===== src/rtl/bram_if_pkg.sv =====
// Shared definitions for the BRAM write/read side controllers: FSM encoding
// and default geometry.
package bram_if_pkg;

  localparam int DATA_BITS_DEF = 512;
  localparam int ADDR_BITS_DEF = 10;
  localparam int MEM_DEPTH_DEF = 1024;

  typedef enum logic [1:0] {
    ST_IDLE   = 2'd0,
    ST_WRITE  = 2'd1,
    ST_FINISH = 2'd2
  } bram_state_e;

endpackage


===== src/rtl/bram_addr_gen.sv =====
// BRAM address generator: loads a base address, steps by one per request and
// wraps from mem_depth-1 back to 0.
module bram_addr_gen
  import bram_if_pkg::*;
#(
  parameter int address_bits = ADDR_BITS_DEF,
  parameter int mem_depth    = MEM_DEPTH_DEF
) (
  input  logic                    clk,
  input  logic                    resetn,
  input  logic                    load_i,
  input  logic [address_bits-1:0] base_i,
  input  logic                    step_i,
  output logic [address_bits-1:0] addr_o
);

  localparam logic [address_bits-1:0] LAST_ADDR = address_bits'(mem_depth - 1);

  logic [address_bits-1:0] addr_q, addr_d;

  always_comb begin
    addr_d = addr_q;
    if (load_i) begin
      addr_d = base_i;
    end else if (step_i) begin
      addr_d = (addr_q == LAST_ADDR) ? '0 : addr_q + address_bits'(1);
    end
  end

  always_ff @(posedge clk or negedge resetn) begin
    if (!resetn) begin
      addr_q <= '0;
    end else begin
      addr_q <= addr_d;
    end
  end

  assign addr_o = addr_q;

endmodule


===== src/rtl/bram_write_module.sv =====
// Moves a burst of words from the receive FIFO into an external BRAM through
// port A, one registered write per accepted word.
module bram_write_module
  import bram_if_pkg::*;
#(
  parameter int data_bits    = DATA_BITS_DEF,
  parameter int address_bits = ADDR_BITS_DEF,
  parameter int mem_depth    = MEM_DEPTH_DEF
) (
  input  logic                    clk,
  input  logic                    resetn,
  input  logic                    start_wr_en,
  input  logic [address_bits-1:0] base_address,
  input  logic [address_bits:0]   wr_length,
  input  logic [data_bits-1:0]    fifo_rx_data,
  input  logic                    fifo_rx_valid,
  output logic                    fifo_rx_ready,
  output logic [address_bits-1:0] address_a,
  output logic [data_bits-1:0]    datain_a,
  output logic                    ena,
  output logic                    wea,
  output logic                    wr_busy,
  output logic                    wr_done,
  output logic                    wr_error
);

  localparam logic [address_bits:0] DEPTH_L = (address_bits + 1)'(mem_depth);

  bram_state_e             state_q;
  logic [address_bits:0]   len_q, cnt_q, cnt_d;
  logic [address_bits-1:0] addr_a_q, cur_addr;
  logic [data_bits-1:0]    din_q;
  logic                    ready_q, ena_q, wea_q, busy_q, done_q, err_q;
  logic                    hs, len_ok, load;

  assign hs     = (state_q == ST_WRITE) && fifo_rx_valid && ready_q;
  assign len_ok = (wr_length != '0) && (wr_length <= DEPTH_L);
  assign load   = (state_q == ST_IDLE) && start_wr_en && len_ok;
  assign cnt_d  = cnt_q + (address_bits + 1)'(1);

  bram_addr_gen #(
    .address_bits(address_bits),
    .mem_depth   (mem_depth)
  ) u_addr_gen (
    .clk   (clk),
    .resetn(resetn),
    .load_i(load),
    .base_i(base_address),
    .step_i(hs),
    .addr_o(cur_addr)
  );

  always_ff @(posedge clk or negedge resetn) begin
    if (!resetn) begin
      state_q  <= ST_IDLE;
      len_q    <= '0;
      cnt_q    <= '0;
      addr_a_q <= '0;
      din_q    <= '0;
      ready_q  <= 1'b0;
      ena_q    <= 1'b0;
      wea_q    <= 1'b0;
      busy_q   <= 1'b0;
      done_q   <= 1'b0;
      err_q    <= 1'b0;
    end else begin
      ena_q  <= 1'b0;
      wea_q  <= 1'b0;
      done_q <= 1'b0;
      case (state_q)
        ST_IDLE: begin
          if (start_wr_en) begin
            if (len_ok) begin
              len_q   <= wr_length;
              cnt_q   <= '0;
              err_q   <= 1'b0;
              ready_q <= 1'b1;
              busy_q  <= 1'b1;
              state_q <= ST_WRITE;
            end else begin
              err_q <= 1'b1;
            end
          end
        end
        ST_WRITE: begin
          if (hs) begin
            ena_q    <= 1'b1;
            wea_q    <= 1'b1;
            addr_a_q <= cur_addr;
            din_q    <= fifo_rx_data;
            cnt_q    <= cnt_d;
            if (cnt_d == len_q) begin
              ready_q <= 1'b0;
              state_q <= ST_FINISH;
            end
          end
        end
        ST_FINISH: begin
          // First FINISH cycle carries the last BRAM write; done follows it.
          if (ena_q) begin
            done_q <= 1'b1;
          end else if (!start_wr_en) begin
            busy_q  <= 1'b0;
            state_q <= ST_IDLE;
          end
        end
        default: state_q <= ST_IDLE;
      endcase
    end
  end

  assign fifo_rx_ready = ready_q;
  assign address_a     = addr_a_q;
  assign datain_a      = din_q;
  assign ena           = ena_q;
  assign wea           = wea_q;
  assign wr_busy       = busy_q;
  assign wr_done       = done_q;
  assign wr_error      = err_q;

endmodule


===== config.mk =====
export PLATFORM = sky130hd
export DESIGN_NAME = bram_write_module
export DESIGN_NICKNAME = d
export VERILOG_FILES = /design/src/rtl/bram_if_pkg.sv /design/src/rtl/bram_addr_gen.sv /design/src/rtl/bram_write_module.sv
export SDC_FILE = /design/constraint.sdc
export NUM_CORES = 1
export LEC_CHECK = 0
export BUFFER_PORTS_ARGS = -buffer_cell sky130_fd_sc_hd__buf_2
export CORE_AREA = 2 2 415 417
export CTS_BUF_LIST = sky130_fd_sc_hd__clkbuf_4 sky130_fd_sc_hd__clkbuf_8 sky130_fd_sc_hd__clkbuf_16
export CTS_CLUSTER_SIZE = 28
export DETAILED_ROUTE_END_ITERATION = 8
export DIE_AREA = 0 0 417 419
export GPL_ROUTABILITY_DRIVEN = 0
export GPL_TIMING_DRIVEN = 0
export SLEW_MARGIN = 20
export SYNTH_ARGS = -nofsm -noshare
export SYNTH_HDL_FRONTEND = slang
export SYNTH_SLANG_ARGS = --single-unit

===== constraint.sdc =====
create_clock -name clk -period 3.3 [get_ports clk]
set_input_delay 0.495 -clock clk [delete_from_list [all_inputs] [get_ports clk]]
set_output_delay 0.495 -clock clk [all_outputs]
set_load 0.03 [all_outputs]

==> metrics.txt <==
RR Startpoint=state_q[0]; Placement Cell Area=about 30000 um^2; final count of pins violating max slew=0; ratio of cells with drive above 1 in the final layout=0.323; share of flip-flops with an asynchronous set or reset=1.00; detailed router's first-iteration violation count=~2000; Max Fanout on Critical Path=13; highest ir drop seen on vdd=0.000812 V; antenna violations before repair=30; height of the die=419 um; H-tree depth=3; Root Driver=sky130_fd_sc_hd__clkbuf_16; Design Area, Final=between 30000 and 40000 um^2; Post-Syn Area per Cell=slightly below 9 um^2; Combinational Power Share=0.498; reg2reg end=datain_a[130]; commonest register cell after synthesis=sky130_fd_sc_hd__dfrtp_1; cell type contributing the most total cell area after synthesis=sky130_fd_sc_hd__dfrtp_1; Hold Crit Start=fifo_rx_data[280]; global route overflow=0; global-route usage over all layers=0.147; number of vias per cell=3.77; Internal Power=0.0200 W; leading post-synthesis cells by cell area=sky130_fd_sc_hd__dfrtp_1 65%, sky130_fd_sc_hd__nand2_1 28%, sky130_fd_sc_hd__buf_2 1.5%, sky130_fd_sc_hd__clkbuf_1 0.83%, sky130_fd_sc_hd__o21ai_0 0.55%; sequential share of the synthesized area=0.647; status=complete, no violations; clock skew=around 0.029 ns; Yosys warning total=0; number of detailed-routing iterations run before antenna repair=5; count of clock tree sinks=561; final number of hold-violating endpoints=0; reported net switching power=~0.021 W; switching portion of total power=0.512; placed wire-length estimate=~110000 um; number of buffers created by CTS=70; Final nets=4475; count of buffers from port buffering=~1100; areal power density over the cells=~1100 nW/um^2; Worst setup SP type=register; destination of the worst hold path=datain_a[280]; TritonCTS clock tree=built; slew margin rel.=0.385; overall die area=175000 um^2; largest net degree at the start of global routing=approximately 100; EDFF count, synth=0; portion of the clock cycle consumed by the worst path in the final layout=0.890; Placement Rows=approximately 150; Boundary Pins=roughly 1100; initial cell density of the core=0.127; Achievable Freq=340 MHz; Crit Path Category=register to register; leakage power of the design=just under 20 nW; post-DR wirelength/cell=between 20 and 25 um; RSZ-0062 raised after global routing=false; cells on worst reg2reg path=7; time the final worst path needs with I/O delays and setup=2.94 ns; vias in the first global route=about 23000; final setup vio count=0; Resized Gates After CTS=0; Min-Delay Path Depth=3; area share of the largest cell type after synthesis=0.647; Distinct cells, synth=43; sequential share of power=0.300; part of the power in the clock network=0.202; gate count after technology mapping=approximately 2400; Worst EP arrival=3.52 ns; smallest hold slack=0.0699 ns; WL final=about 130000 um; clock edge transition at the registers on the reported setup and hold paths=around 0.06 ns; global-route wire length before repair=~180000 um; maximum clock path buffer count=3; worst slew pin tran=about 0.92 ns; endpoint type of the worst setup path=register; number of flip-flops and latches in the synthesized netlist=561; Post-Synthesis Net Count=2978; remaining design rule violation count=0; Max Cap Violations=0; area of the mapped netlist=approximately 22000 um^2; die extent in x=approximately 420 um; non-filler cells, final=6240; # placed instances=5742; area overhead of the layout relative to synthesis=66.2%; Core Footprint=between 150000 and 200000 um^2; number of nets with antenna violations after detailed routing=0; path category of the worst min-delay check=input pin to register; required time at the worst-slack endpoint=3.88 ns; vias after detailed routing=23550; setup slack on the worst flop-to-flop path=0.36 ns; Filler Cells Inserted=18664; total negative setup slack=0 ns; clock latency on the worst-skew pair=0.67 ns
==> synthesized netlist by cell type, types with 2 or more instances <==
master and instances:
sky130_fd_sc_hd__nor2_1 28, sky130_fd_sc_hd__nand2b_1 6, sky130_fd_sc_hd__o31ai_1 4, sky130_fd_sc_hd__clkbuf_1 48, sky130_fd_sc_hd__nand4_1 2, sky130_fd_sc_hd__buf_4 14, sky130_fd_sc_hd__a21oi_1 6, sky130_fd_sc_hd__nand3_1 10
sky130_fd_sc_hd__nor3_2 2, sky130_fd_sc_hd__o21ai_0 24, sky130_fd_sc_hd__and3_1 6, sky130_fd_sc_hd__o311ai_0 2, sky130_fd_sc_hd__nor4_4 2, sky130_fd_sc_hd__buf_2 63, sky130_fd_sc_hd__buf_6 2, sky130_fd_sc_hd__nand2_1 1592
sky130_fd_sc_hd__o211ai_1 3, sky130_fd_sc_hd__and2_1 2, sky130_fd_sc_hd__o22ai_1 2, sky130_fd_sc_hd__xnor2_1 13, sky130_fd_sc_hd__ha_1 2, sky130_fd_sc_hd__mux2_2 9, sky130_fd_sc_hd__dfrtp_1 561, sky130_fd_sc_hd__a31oi_1 5
sky130_fd_sc_hd__inv_1 5, sky130_fd_sc_hd__nor3_1 5, sky130_fd_sc_hd__xor2_1 5
==> layout by cell type (no fill, tap or decap), types with 3 or more instances in the layout <==
master | Yosys | final
sky130_fd_sc_hd__clkinv_2 | 0 | 5
sky130_fd_sc_hd__clkbuf_16 | 0 | 71
sky130_fd_sc_hd__nand2_1 | 1592 | 1592
sky130_fd_sc_hd__inv_6 | 0 | 4
sky130_fd_sc_hd__dfrtp_1 | 561 | 561
sky130_fd_sc_hd__mux2_2 | 9 | 9
sky130_fd_sc_hd__o211ai_1 | 3 | 3
sky130_fd_sc_hd__buf_16 | 0 | 6
sky130_fd_sc_hd__nor2_1 | 28 | 28
sky130_fd_sc_hd__a31oi_1 | 5 | 5
sky130_fd_sc_hd__buf_2 | 63 | 1126
sky130_fd_sc_hd__clkbuf_1 | 48 | 48
sky130_fd_sc_hd__a21oi_1 | 6 | 6
sky130_fd_sc_hd__clkinv_4 | 0 | 3
sky130_fd_sc_hd__o21ai_0 | 24 | 24
sky130_fd_sc_hd__clkinvlp_4 | 0 | 5
sky130_fd_sc_hd__buf_4 | 14 | 14
sky130_fd_sc_hd__dlygate4sd3_1 | 0 | 355
sky130_fd_sc_hd__xnor2_1 | 13 | 13
sky130_fd_sc_hd__nand2b_1 | 6 | 6
sky130_fd_sc_hd__xor2_1 | 5 | 5
sky130_fd_sc_hd__clkbuf_4 | 0 | 13
sky130_fd_sc_hd__o31ai_1 | 4 | 4
sky130_fd_sc_hd__clkinv_8 | 0 | 3
sky130_fd_sc_hd__diode_2 | 0 | 18
sky130_fd_sc_hd__clkbuf_8 | 0 | 12
sky130_fd_sc_hd__nand3_1 | 10 | 10
sky130_fd_sc_hd__and3_1 | 6 | 6
sky130_fd_sc_hd__bufinv_16 | 0 | 7
sky130_fd_sc_hd__nor3_1 | 5 | 5
sky130_fd_sc_hd__inv_1 | 5 | 5
==> flip-flops by register name, indices dropped and copies added, names as in the netlist <==
| signal | flops |
|---|---|
| cnt_q | 11 |
| len_q | 11 |
| wr_done | 1 |
| wea | 1 |
| wr_error | 1 |
| wr_busy | 1 |
| address_a | 10 |
| state_q | 2 |
| fifo_rx_ready | 1 |
| u_addr_gen.addr_o | 10 |
| datain_a | 512 |
==> critical path: stages (launching register included) <==
cell and delay [ns]:
sky130_fd_sc_hd__dfrtp_1 0.41, sky130_fd_sc_hd__and2b_1 0.20, sky130_fd_sc_hd__nand3_1 0.08, sky130_fd_sc_hd__buf_2 0.51, sky130_fd_sc_hd__clkbuf_1 0.75, sky130_fd_sc_hd__buf_2 0.65, sky130_fd_sc_hd__nand2_1 0.12, sky130_fd_sc_hd__nand2_1 0.09
==> metal layers <==
metal	part of all wire	global-route usage	wire length (um)
met1	0.36	0.164	48700
met2	0.44	0.223	59500
met3	0.11	0.0625	14900
met4	0.077	0.103	10400
met5	0.0044	0.0197	584
==> worst max-delay path by stage <==
stage                 start             to  slack, ns  depth (start not counted)
2_1_floorplan  wr_length[7]       len_q[6]       1.40                          6
3_3_place_gp         resetn  datain_a[201]     -10.40                          1
3_5_place_dp     state_q[1]   datain_a[98]       0.19                          9
4_1_cts          state_q[0]  datain_a[135]       0.16                          7
5_1_grt          state_q[1]  datain_a[136]       0.11                          7
6_report         state_q[0]  datain_a[130]       0.36                          7
==> stage by stage <==
stage	util	setup slack [ns]	power, W
after detailed placement	0.176	0.186	0.0324
after CTS	0.211	0.165	0.0413
after global routing	0.211	0.108	0.0431
after floorplan	-	1.40	0.0233
final	0.211	0.362	0.0410
after global placement	0.175	-10.40	0.0321
==> kinds of logic after synthesis <==
family                   after synthesis  synth area share
AO/OA/AOI/OAI                         53            0.0148
AND/OR/NAND/NOR                     1663             0.295
XOR/XNOR                              18           0.00727
adder cells (fa/ha/maj)                2           0.00115
multiplexers                          10           0.00519
flip-flops                           561             0.647
buffers and inverters                132            0.0296
==> power by group through the flow <==
stage | combinational, W | clock, W | sequential [W]
2_1_floorplan | 0.00510 | 0 | 0.0182
3_3_place_gp | 0.0200 | 0 | 0.0122
3_5_place_dp | 0.0202 | 0 | 0.0122
4_1_cts | 0.0206 | 0.00850 | 0.0122
5_1_grt | 0.0217 | 0.00876 | 0.0126
6_report | 0.0204 | 0.00828 | 0.0123
==> cell type report <==
cell class              count  area, um^2  share of cell area
clock inverters            29         433              0.0120
clock buffers              96        2040              0.0566
inverters                   5        18.8            0.000521
repair buffers           1425        9050               0.251
multi-input cells        1746        7000               0.194
well taps                2233        2790              0.0775
flip-flops and latches    561       14000               0.389
plain buffers             127         623              0.0173
diodes                     18        45.0             0.00125
==> timing repair <==
| item | 4_1_cts | 5_1_grt |
|---|---|---|
| hold buffers | 355 | 0 |
| endpoints found under the hold margin | 404 | 0 |
| buffers inserted | 0 | 0 |
Note: power is estimated with default switching activity, not from simulation.
